$ cat config.mk
export PLATFORM = sky130hd
export DESIGN_NAME = sdram_arb2
export DESIGN_NICKNAME = d
export VERILOG_FILES = /design/src/rtl/sdram_arb2.sv
export SDC_FILE = /design/constraint.sdc
export NUM_CORES = 1
export LEC_CHECK = 0
export CAP_MARGIN = 15
export CORE_MARGIN = 2
export CORE_UTILIZATION = 34
export CTS_CLUSTER_SIZE = 10
export DETAILED_ROUTE_END_ITERATION = 10
export GPL_TIMING_DRIVEN = 0
export PLACE_DENSITY = 0.9
export SYNTH_ARGS = -nofsm -noshare
export SYNTH_HDL_FRONTEND = slang
export SYNTH_SLANG_ARGS = --single-unit
export TNS_END_PERCENT = 5
$ cat constraint.sdc
create_clock -name clk -period 1.9 [get_ports clk]
set_input_delay 0.19 -clock clk [delete_from_list [all_inputs] [get_ports clk]]
set_output_delay 0.19 -clock clk [all_outputs]
set_load 0.01 [all_outputs]
$ cat src/rtl/sdram_arb2.sv
// Two-master arbiter in front of a single SDRAM controller port; optional macro SDRAM_ARB2_FIXED_PRIO_EN.
// Latency: a request seen in IDLE is presented on s_* one cycle later; one transaction outstanding at a time.
// Backpressure: s_waitrequest holds the registered s_* command; the winner's waitrequest drops only in its acceptance cycle.
module sdram_arb2 #(
    parameter int AW = 25,
    parameter int DW = 32
) (
    input  logic            clk,
    input  logic            rst,
    input  logic [AW-1:0]   m0_address,
    input  logic            m0_read,
    input  logic            m0_write,
    input  logic [DW-1:0]   m0_writedata,
    input  logic [DW/8-1:0] m0_byteenable,
    output logic            m0_waitrequest,
    output logic [DW-1:0]   m0_readdata,
    output logic            m0_readdatavalid,
    input  logic [AW-1:0]   m1_address,
    input  logic            m1_read,
    input  logic            m1_write,
    input  logic [DW-1:0]   m1_writedata,
    input  logic [DW/8-1:0] m1_byteenable,
    output logic            m1_waitrequest,
    output logic [DW-1:0]   m1_readdata,
    output logic            m1_readdatavalid,
    output logic [AW-1:0]   s_address,
    output logic            s_read,
    output logic            s_write,
    output logic [DW-1:0]   s_writedata,
    output logic [DW/8-1:0] s_byteenable,
    input  logic            s_waitrequest,
    input  logic [DW-1:0]   s_readdata,
    input  logic            s_readdatavalid,
    output logic            grant
);

    localparam int BW = DW / 8;

    typedef enum logic [1:0] {
        IDLE   = 2'd0,
        ISSUE  = 2'd1,
        RDWAIT = 2'd2
    } state_t;

    state_t          state_q, state_d;
    logic            grant_q, grant_d;
    logic [AW-1:0]   addr_q, addr_d;
    logic [DW-1:0]   wdata_q, wdata_d;
    logic [BW-1:0]   be_q, be_d;
    logic            rd_q, rd_d;
    logic            wr_q, wr_d;

    logic            req0, req1, win;
    logic            accept;
    logic            rd_return;

    assign req0 = m0_read | m0_write;
    assign req1 = m1_read | m1_write;

    // Next-state: pick a winner in IDLE, hold the command through stalls, wait for read return.
    always_comb begin
        state_d = state_q;
        grant_d = grant_q;
        addr_d  = addr_q;
        wdata_d = wdata_q;
        be_d    = be_q;
        rd_d    = rd_q;
        wr_d    = wr_q;
        win     = 1'b0;
        case (state_q)
            IDLE: begin
                if (req0 && req1) begin
`ifdef SDRAM_ARB2_FIXED_PRIO_EN
                    win = 1'b0;
`else
                    // Round robin: the master not served last time goes first.
                    win = ~grant_q;
`endif
                end else begin
                    win = req1;
                end
                if (req0 || req1) begin
                    grant_d = win;
                    state_d = ISSUE;
                    if (win) begin
                        addr_d  = m1_address;
                        wdata_d = m1_writedata;
                        be_d    = m1_byteenable;
                        rd_d    = m1_read;
                        wr_d    = m1_write;
                    end else begin
                        addr_d  = m0_address;
                        wdata_d = m0_writedata;
                        be_d    = m0_byteenable;
                        rd_d    = m0_read;
                        wr_d    = m0_write;
                    end
                end
            end
            ISSUE: begin
                if (!s_waitrequest) begin
                    rd_d    = 1'b0;
                    wr_d    = 1'b0;
                    state_d = rd_q ? RDWAIT : IDLE;
                end
            end
            RDWAIT: begin
                if (s_readdatavalid) begin
                    state_d = IDLE;
                end
            end
            default: begin
                state_d = IDLE;
                rd_d    = 1'b0;
                wr_d    = 1'b0;
            end
        endcase
    end

    // FSM state and registered controller command; reset abandons any transfer in flight.
    always_ff @(posedge clk or posedge rst) begin
        if (rst) begin
            state_q <= IDLE;
            grant_q <= 1'b1;
            addr_q  <= '0;
            wdata_q <= '0;
            be_q    <= '0;
            rd_q    <= 1'b0;
            wr_q    <= 1'b0;
        end else begin
            state_q <= state_d;
            grant_q <= grant_d;
            addr_q  <= addr_d;
            wdata_q <= wdata_d;
            be_q    <= be_d;
            rd_q    <= rd_d;
            wr_q    <= wr_d;
        end
    end

    // Acceptance and read return are only meaningful in their own states, so strays are dropped.
    assign accept    = (state_q == ISSUE) && !s_waitrequest;
    assign rd_return = (state_q == RDWAIT) && s_readdatavalid;

    assign m0_waitrequest   = !(accept && !grant_q);
    assign m1_waitrequest   = !(accept && grant_q);
    assign m0_readdatavalid = rd_return && !grant_q;
    assign m1_readdatavalid = rd_return && grant_q;
    assign m0_readdata      = s_readdata;
    assign m1_readdata      = s_readdata;

    assign s_address   = addr_q;
    assign s_writedata = wdata_q;
    assign s_byteenable = be_q;
    assign s_read      = rd_q;
    assign s_write     = wr_q;
    assign grant       = grant_q;

endmodule

==> flow_summary.toml, run 1 <==
[pwr]
internal_power_uw = 6829
seq_power_share_pct = 25.2
swShare_pct = 36.19
peakVddDrop_mv = 0.5929
p_sw_uw = 3873
cellLeakagePower_uw = 0.002977
power_frac_clock_pct = 16.9
power.density_nw_per_um2 = 1344
comb_power_share_pct = 57.9
finalPower_uw = 10700

[yosys]
syn_nets = 556
synthCells = 394
synth.top_cell.area_share_pct = 34.00
synthArstFlopShare_pct = 100.0
synth_seq_cells = 66
yosysWarnings = 0
seq_area_frac_synth_pct = 34.55
synthTopCellsByArea = "dfrtp_1 (34%), a2bb2oi_2 (18%), a311oi_2 (18%), buf_4 (11%), o21ai_0 (6.5%)"
ys_types = 31
netlist.top_cell.by_area = "dfrtp_1"
syn-cell-area_um2 = 4783
synth_edf_count = 0
synth_area_per_cell_um2 = 12.14
synth_ff_type = "dfrtp_1"

[worst_setup_path]
critPathArrivalTime_ns = 1.66
endpoint_kind = "output port"
crit_required_ns = 1.71
path_buf_inv = 1
cp-start-kind = "flop"
crit_path_cell_trace = "nor2b_4 -> nand2_1 -> nor2_1 -> clkdlybuf4s50_1"
cpLargestDelayFamily = "buffers and inverters"
crit_path_top_delay_cell = "clkdlybuf4s50_1"
critPathKind = "flop to output port"
crit_fanout = 5
critical-path-max-stage-delay_ns = 0.58

[final_layout]
fin_util_pct = 57.60
final_cell_mix = "clkdlybuf4s50_1 (259), buf_4 (69), dfrtp_1 (64)"
stdcell_count = 851
antenna_cells = 0
layout-drive-gt1-share_pct = 35.62
area_delta_synth_final_pct = 66.49
nNetsFinal = 828
mostFrequentLayoutCell = "clkdlybuf4s50_1"

[timing]
relSlewSlack_pct = 42.09
fin_worst_skew_ns = 0.005152
whs_ns = 0.4091
finalSetupViolCount = 0
worstMarginPinSlew_ns = 0.8687
rsz0062_at_grt = "true"
fmax_ghz = 0.5417
post-route-min-period_ns = 1.846
finalMaxSlewViolations = 0
hold_violations = 0
fin_crit_sh_pct = 97.17
fin_ws_ns = 0.05382

[place]
place_ws_ns = -0.4262
dp.cells = 835
dpl.hpwl_um = 12040
gp_congestion = 0.7853
numPortBuffers = 261

[global_routing]
grt_pass1_wl_um = 22900
grt_pass1_vias = 4491
grt_antenna_before_repair = 0
grt_max_degree = 67
track_usage_pct = 19.80
overflow = 0

[cts]
worstSkewPairLatency_ns = 0.33
cts_buffer_depth = 2
cts_tree = "built"
postCtsHoldBufs = 0
path_clk_slew_ns = 0.05
htree_levels = 3
cts-buffers-inserted = 9
cts_setup_buffers = 0
root_buffer = "clkbuf_16"
clock_sinks = 66

[routing]
drtIter0Drc = 197
drt-wirelength-per-cell_um = 18.72
ant_nets = 0
drcViolationCount = 0
routed_wl_um = 15930
vias = 4423
via_per_inst = 5.197
firstDrtPassIters = 4

[die]
dieArea_um2 = 15030
ios = 294
die_w_um = 122.6
floorplan.initialDensity_pct = 34.59
fp-row-count = 43
fp.dieH_um = 122.6
coreArea_um2 = 13830

[job]
drv_cap = 0

[status]
status = "completed"

[worst_hold_path]
hold_path_class = "input pin to asynchronous set/reset pin"
[Yosys cell counts (2+ instances only)]
| cell | count |
|---|---|
| a311oi_1 | 3 |
| nand2_1 | 4 |
| clkbuf_1 | 12 |
| buf_6 | 4 |
| a2bb2oi_1 | 3 |
| nand2b_1 | 2 |
| o32ai_1 | 3 |
| dfrtp_1 | 65 |
| nor2_1 | 3 |
| nor3b_1 | 2 |
| buf_4 | 68 |
| inv_1 | 5 |
| a21oi_1 | 3 |
| a2bb2oi_2 | 58 |
| buf_12 | 5 |
| buf_2 | 20 |
| o21ai_0 | 62 |
| a311oi_2 | 58 |
| nor2b_1 | 2 |
[layout make-up]
class                      instances  area (um^2)
timing repair buffer             261         2614
buffer                           110        818.3
clock inverter                     5        77.57
inverter                           5        21.27
multi-input combinational        213         2311
fill                            1133         5863
sequential                        66         1654
clock buffer                      11        242.7
tap                              180        225.2
[final timing paths]
path | from | depth (start not counted) | slack [ns] | end
max in group asynchronous | rst | 2 | 0.88 | state_q[1]$_DFFE_PP0P_
setup / recovery | state_q[0]$_DFFE_PP0P_ | 4 | 0.05 | m0_readdatavalid
setup reg to reg | state_q[1]$_DFFE_PP0P_ | 4 | 0.17 | s_writedata[11]$_DFFE_PP0P_
hold / removal | rst | 2 | 0.41 | s_writedata[27]$_DFFE_PP0P_
hold reg to reg | s_writedata[29]$_DFFE_PP0P_ | 1 | 0.52 | s_writedata[29]$_DFFE_PP0P_
min in group clk | m0_writedata[14] | 3 | 0.45 | s_writedata[14]$_DFFE_PP0P_
[cell families (layout without fill, tap and decap cells)]
group,Yosys count,in the layout,synth area share [%]
AND/OR/NAND/NOR,19,19,2.537
flip-flops,66,66,34.55
buffers and inverters,115,392,17.45
AO/OA/AOI/OAI,194,194,45.46
[metal layers]
layer,wire [um],global-route usage (%)
met5,0,0
met4,283,7.830
met3,1140,4.414
met2,8196,35.80
met1,6313,22.52
[state kept, by name, summed over array words and instances, names as in the netlist]
register	cells
s_writedata	32
s_address	25
s_byteenable	4
state_q	2
grant	1
s_read	1
s_write	1
[stage by stage]
| step | setup TNS (ns) | area (um^2) |
|---|---|---|
| 2_1_floorplan | 0 | 4783 |
| 3_3_place_gp | -98.46 | 7621 |
| 3_5_place_dp | -23.08 | 7624 |
| 4_1_cts | -0.02747 | 7959 |
| 5_1_grt | -0.009978 | 7964 |
| 6_report | 0 | 7964 |
[what timing repair did]
action / CTS / global route
resized for setup: 6 / 3
pin swaps: 0 / 0
endpoints found under the hold margin: 0 / 0
endpoints found under the setup margin: 64 / 6
[power by group through the flow]
stage | combinational [uW] | sequential (uW) | clock (uW)
2_1_floorplan | 3370 | 2940 | 0
3_3_place_gp | 6040 | 2660 | 0
3_5_place_dp | 6190 | 2710 | 0
4_1_cts | 6220 | 2700 | 1840
5_1_grt | 6550 | 2770 | 1920
6_report | 6190 | 2700 | 1810
[worst reg2reg max path, cell delays in order, from the launching register on]
cell,delay [ns]
dfrtp_2,0.44
or2_4,0.28
nor2_2,0.36
buf_2,0.41
a2bb2oi_2,0.17
No activity file was read; power rests on OpenSTA's default activity.
==> inputs of run 2 (changes only) <==
--- a/config.mk
+++ b/config.mk
@@ -5,12 +5,14 @@
 export SDC_FILE = /design/constraint.sdc
 export NUM_CORES = 1
 export LEC_CHECK = 0
+export ABC_AREA = 1
 export CAP_MARGIN = 15
 export CORE_MARGIN = 2
-export CORE_UTILIZATION = 34
+export CORE_UTILIZATION = 32
 export CTS_CLUSTER_SIZE = 10
 export DETAILED_ROUTE_END_ITERATION = 10
 export GPL_TIMING_DRIVEN = 0
+export MAX_ROUTING_LAYER = met4
 export PLACE_DENSITY = 0.9
 export SYNTH_ARGS = -nofsm -noshare
 export SYNTH_HDL_FRONTEND = slang
==> run 2 against run 1 <==
Compared with the run above: die area fell by 7.2%; clock skew rose by 0.00068 ns; worst setup slack improved by 0.038 ns; core utilization fell by 0.26 points; cell count rose by 20%; synthesized cell count rose by 45%; critical endpoint is now m0_waitrequest; largest power group unchanged.
==> flow_summary.toml, run 2 <==
[routing]
drt-wirelength-per-cell_um = 14.65
drtIter0Drc = 257
drcViolationCount = 0
vias = 4579
ant_nets = 0
routed_wl_um = 14970
firstDrtPassIters = 4
via_per_inst = 4.480

[global_routing]
overflow = 0
grt_antenna_before_repair = 0
track_usage_pct = 22.11
grt_pass1_vias = 4620
grt_pass1_wl_um = 23650
grt_max_degree = 67

[job]
drv_cap = 0

[timing]
fin_worst_skew_ns = 0.005832
finalMaxSlewViolations = 0
relSlewSlack_pct = 42.84
hold_violations = 0
rsz0062_at_grt = "false"
fin_ws_ns = 0.09175
worstMarginPinSlew_ns = 0.8574
post-route-min-period_ns = 1.808
finalSetupViolCount = 0
fmax_ghz = 0.5530
fin_crit_sh_pct = 95.17

[place]
dp.cells = 1005
place_ws_ns = -0.06422
gp_congestion = 0.8684
numPortBuffers = 261
dpl.hpwl_um = 11510

[yosys]
ys_types = 17
synth_edf_count = 0
synthTopCellsByArea = "dfrtp_1 (39%), nand2_1 (18%), buf_4 (12%), nand3b_1 (11%), nand3_1 (8.1%)"
synth_simple_gate_area_share_pct = 38.18
synth_seq_cells = 66
seq_area_frac_synth_pct = 39.68
synth_top_family_by_area = "simple AND/OR/NAND/NOR gates"
syn-cell-area_um2 = 4165
synthXorXnorAreaFrac_pct = 0
yosysMostFrequentCell = "nand2_1"
synthArstFlopShare_pct = 100.0
synth.top_cell.area_share_pct = 39.05
synthCells = 572
synth_ff_type = "dfrtp_1"
synth_area_per_cell_um2 = 7.282
muxShareOfSynthArea_pct = 0
yosysWarnings = 0
synth_compound_area_share_pct = 0.6909
syn_nets = 734
synth_fa_ha_area_share_pct = 0
ys_top_cells_by_count = "nand2_1 (203), inv_1 (68), nand3_1 (67), buf_4 (65), dfrtp_1 (65)"
netlist.top_cell.by_area = "dfrtp_1"

[cts]
path_clk_slew_ns = 0.05
cts-buffers-inserted = 9
worstSkewPairLatency_ns = 0.34
cts_tree = "built"
postCtsHoldBufs = 0
cts_buffer_depth = 2
htree_levels = 3
clock_sinks = 66
root_buffer = "clkbuf_16"

[die]
coreArea_um2 = 12670
ios = 294
die_w_um = 118.1
fp.dieH_um = 118.1
dieArea_um2 = 13950
fp-row-count = 41
floorplan.initialDensity_pct = 32.87

[worst_setup_path]
endpoint_kind = "output port"
cpLargestDelayFamily = "buffers and inverters"
crit_required_ns = 1.71
crit_fanout = 4
critical-path-max-stage-delay_ns = 0.58
cp-start-kind = "flop"
critPathArrivalTime_ns = 1.62
path_buf_inv = 2
crit_path_cell_trace = "inv_1 -> nand3_1 -> clkdlybuf4s50_1"
crit_path_top_delay_cell = "dfstp_2"
critPathKind = "flop to output port"

[final_layout]
layout-drive-gt1-share_pct = 12.94
final_cell_mix = "clkdlybuf4s50_1 (259), nand2_1 (203), inv_1 (67), nand3_1 (67), buf_4 (67)"
antenna_cells = 0
stdcell_count = 1022
largest_reg_flops = 32
area_delta_synth_final_pct = 74.41
nNetsFinal = 1008
mostFrequentLayoutCell = "clkdlybuf4s50_1"

[worst_hold_path]
hold_path_class = "input pin to asynchronous set/reset pin"

[pwr]
cellLeakagePower_uw = 0.003614
power.density_nw_per_um2 = 1271
peakVddDrop_mv = 0.7634

[status]
status = "completed"
-- run 2: cell count changes in the layout (fill, tap and decap cells not counted), moves of 4 or more --
cell / delta
a311oi_2: -58
buf_6: -4
inv_1: +63
nand3b_1: +62
nand2_1: +199
a2bb2oi_2: -58
clkbuf_1: -7
buf_2: +5
nand3_1: +67
o21ai_0: -62
buf_12: -5
-- run 2: metrics by stage --
| step | utilization (%) | hold slack [ns] | cell area (um^2) | power (uW) | setup TNS, ns |
|---|---|---|---|---|---|
| floorplan | - | 0.3804 | 4165 | 5127 | 0 |
| global placement | 55.19 | 0.4623 | 6993 | 7602 | -78.06 |
| detailed placement | 55.21 | 0.4638 | 6995 | 7774 | -1.302 |
| CTS | 57.19 | 0.4217 | 7247 | 9295 | 0 |
| global route | 57.33 | 0.4781 | 7264 | 9925 | 0 |
| finish | 57.33 | 0.3670 | 7264 | 9231 | 0 |
-- run 2: power by group --
part / internal (uW) / leakage, uW / switching [uW]
registers: 2160 / 0.000798 / 420
clock network: 866 / 0.000129 / 599
logic: 2520 / 0.00269 / 2670
-- run 2: path summary, 6_finish.rpt --
path / start / end / slack [ns] / depth (start not counted)
worst max-delay path: grant$_DFFE_PP1P_ / m0_waitrequest / 0.09 / 3
worst min-delay path: rst / s_writedata[10]$_DFFE_PP0P_ / 0.37 / 2
worst max register to register: grant$_DFFE_PP1P_ / s_writedata[7]$_DFFE_PP0P_ / 0.17 / 7
worst min register to register: s_writedata[27]$_DFFE_PP0P_ / s_writedata[27]$_DFFE_PP0P_ / 0.48 / 2
max in group asynchronous: rst / s_read$_DFFE_PP0P_ / 0.93 / 2
min in group clk: s_writedata[27]$_DFFE_PP0P_ / s_writedata[27]$_DFFE_PP0P_ / 0.48 / 2
-- run 2: timing repair --
item | 4_1_cts | 5_1_grt
hold endpoints to repair | 0 | 0
resized for setup | 1 | 1
endpoints found under the setup margin | 1 | 2
buffers inserted | 0 | 2
-- run 2: area by class of cell --
| cell class | instances | area, um^2 |
|---|---|---|
| plain buffers | 95 | 630.6 |
| well taps | 172 | 215.2 |
| flip-flops and latches | 66 | 1653 |
| fillers | 1140 | 5406 |
| repair buffers | 263 | 2629 |
| multi-input cells | 341 | 1619 |
| clock buffers | 11 | 232.7 |
| inverters | 70 | 265.3 |
| clock inverters | 4 | 20.02 |
-- run 2: logic make-up after synthesis --
kind of cell,Yosys count
and+or+nand+nor,338
buffers and inverters,165
DFF,66
AOI/OAI and AO/OA,3
-- run 2: worst register-to-register path, cell delays in order (launching register included) --
cell and delay (ns):
dfstp_2 0.58, buf_4 0.14, o21ai_4 0.13, nand2_2 0.25, buf_2 0.28, nand2_1 0.09
nand3_1 0.09, nand2_1 0.06
-- run 2: routing by layer --
metal / GRT usage (%) / vias to the layer above / routed length [um]
met4: 7.605 / 0 / 302
met2: 38.08 / 191 / 7763
met5: - / - / 0
met1: 24.37 / 2117 / 5949
met3: 6.395 / 24 / 957
li1: - / 2247 / -
==> inputs of run 3 (changes only) <==
--- a/config.mk
+++ b/config.mk
@@ -7,10 +7,10 @@
 export LEC_CHECK = 0
 export ABC_AREA = 1
 export CAP_MARGIN = 15
-export CORE_MARGIN = 2
-export CORE_UTILIZATION = 32
+export CORE_AREA = 2 2 114 116
 export CTS_CLUSTER_SIZE = 10
 export DETAILED_ROUTE_END_ITERATION = 10
+export DIE_AREA = 0 0 116 118
 export GPL_TIMING_DRIVEN = 0
 export MAX_ROUTING_LAYER = met4
 export PLACE_DENSITY = 0.9
==> constraint.sdc (replaced) <==
create_clock -name clk -period 2 [get_ports clk]
set_input_delay 0.2 -clock clk [delete_from_list [all_inputs] [get_ports clk]]
set_output_delay 0.2 -clock clk [all_outputs]
set_load 0.01 [all_outputs]
==> run 3 against run 2 <==
Compared with the run above: cell count hardly changed; global-route usage is 1.2 points lower; sequential share of layout area is 0.26 points lower; combinational power is 6.6% lower; non-clock buffer count is 2 lower; hold slack better by 0.038 ns; critical path type unchanged.
==> flow_summary.toml, run 3 (synthesized netlist as in run 2, its figures left out) <==
[routing]
vias = 4565
ant_nets = 0
firstDrtPassIters = 4
routed_wl_um = 14080
drt-wirelength-per-cell_um = 13.79
drcViolationCount = 0
via_per_inst = 4.471
drtIter0Drc = 233

[cts]
htree_levels = 3
path_clk_slew_ns = 0.06
cts_tree = "built"
root_buffer = "clkbuf_16"
cts-buffers-inserted = 9
cts_buffer_depth = 2
cts_setup_buffers = 0
worstSkewPairLatency_ns = 0.32
clock_sinks = 66

[final_layout]
area_delta_synth_final_pct = 76.42
largest_reg_flops = 32
fillers = 1122
stdcell_area_um2 = 7348
antenna_cells = 0
mostFrequentLayoutCell = "clkdlybuf4s50_1"
layout-drive-gt1-share_pct = 12.96
regArea_um2 = 1653
multi_input_area_um2 = 1619
stdcell_count = 1021
final_cell_mix = "clkdlybuf4s50_1 (260), nand2_1 (203), inv_1 (67), nand3_1 (67)"
nNetsFinal = 1006

[die]
ios = 294
floorplan.initialDensity_pct = 33.55
die_w_um = 116
fp.dieH_um = 118
coreArea_um2 = 12410
fp-row-count = 41
dieArea_um2 = 13690

[job]
drv_cap = 0

[global_routing]
met3_usage_pct = 4.016
overflow = 0
grt_pass1_wl_um = 21930
grt.busiest_layer = "met2"
track_usage_pct = 20.89
grt_antenna_before_repair = 0
grt_use_met2_pct = 36.77
grt_max_degree = 67
grt_use_met1_pct = 23.54
grt_pass1_vias = 4509

[worst_setup_path]
critPathArrivalTime_ns = 1.64
crit_fanout = 6
critical_path.startpoint = "grant$_DFFE_PP1P_"
crit_path_cell_trace = "inv_1 -> nand3_1 -> clkdlybuf4s50_1"
endpoint_kind = "output port"
critical-path-max-stage-delay_ns = 0.61
worst-r2r-cell-count = 6
rrSetupSlack_ns = 0.35
r2r_end = "s_address[0]$_DFFE_PP0P_"
crit_path_top_delay_cell = "dfstp_2"
critPathKind = "flop to output port"
worstReg2RegStart = "grant$_DFFE_PP1P_"
crit_path_end = "m0_waitrequest"
crit_required_ns = 1.80
cp-start-kind = "flop"

[place]
numPortBuffers = 261
dpl.hpwl_um = 10940
gp_congestion = 0.8194
dpl_cell_area_um2 = 6995
dp.cells = 1005

[timing]
relSlewSlack_pct = 44.75
finalSetupViolCount = 0
hold_violations = 0
fin_worst_skew_ns = 0.007227
whs_ns = 0.4049
finalMaxSlewViolations = 0
post-route-min-period_ns = 1.843
fin_crit_sh_pct = 92.15
worstMarginPinSlew_ns = 0.8288
rsz0062_at_grt = "false"
fmax_ghz = 0.5426
finalSetupTns_ns = 0

[status]
status = "completed"

[pwr]
power.density_nw_per_um2 = 1248
peakVddDrop_mv = 0.6052
finalPower_uw = 9168
cellLeakagePower_uw = 0.003626

[worst_hold_path]
hold_path_class = "input pin to asynchronous set/reset pin"
-- run 3: cell count changes in the layout (fill, tap and decap cells not counted) --
cell,change
buf_4,-2
bufinv_16,+3
clkbuf_1,-1
clkbuf_8,+2
clkdlybuf4s50_1,+1
clkinv_2,-4
clkinvlp_4,+1
dlymetal6s2s_1,-1
-- run 3: how the worst min path moves through the flow --
stage                                      from                           to  slack (ns)  cells after the start
floorplan                         s_waitrequest       state_q[0]$_DFFE_PP0P_        0.39                      2
global placement     s_writedata[6]$_DFFE_PP0P_   s_writedata[6]$_DFFE_PP0P_        0.46                      2
detailed placement  s_byteenable[3]$_DFFE_PP0P_  s_byteenable[3]$_DFFE_PP0P_        0.46                      2
CTS                                         rst   s_writedata[8]$_DFFE_PP0P_        0.44                      2
global route                                rst   s_writedata[8]$_DFFE_PP0P_        0.48                      2
finish                                      rst  s_writedata[15]$_DFFE_PP0P_        0.40                      2
-- run 3: layer usage --
layer	share of wire [%]	wire, um	vias to the layer above
met4	2.1	302	0
met2	52	7263	175
met1	40	5564	2113
li1	-	-	2253
met5	0	0	-
met3	6.8	951	24
-- run 3: critical path, delay by kind of cell, from the launching register on --
| kind | cells | cell delay (ns) |
|---|---|---|
| DFF | 1 | 0.61 |
| buffers and inverters | 2 | 0.64 |
| and+or+nand+nor | 1 | 0.08 |
-- run 3: layout make-up --
type / instances / share of cell area (%)
multi-input cells: 341 / 22.03
inverters: 70 / 3.610
clock inverters: 4 / 1.328
clock buffers: 12 / 3.491
repair buffers: 261 / 35.54
plain buffers: 95 / 8.582
flip-flops and latches: 66 / 22.49
well taps: 172 / 2.929
-- run 3: power breakdown --
group          switching (uW)  internal [uW]
clock network             596           1290
logic                    2480           2370
registers                 387           2050
total                    3460           5710
-- run 3: repair_timing --
action                     in CTS  in global routing
hold buffers                    0                  0
setup endpoints to repair       1                  0
resized for setup               1                  0
-- run 3: per-stage QoR --
step,util (%),worst slack (ns)
after floorplan,-,0.1468
after global placement,56.33,-1.109
after detailed placement,56.35,-0.02853
after CTS,59.19,0.1205
after global routing,59.19,0.06261
final,59.19,0.1569
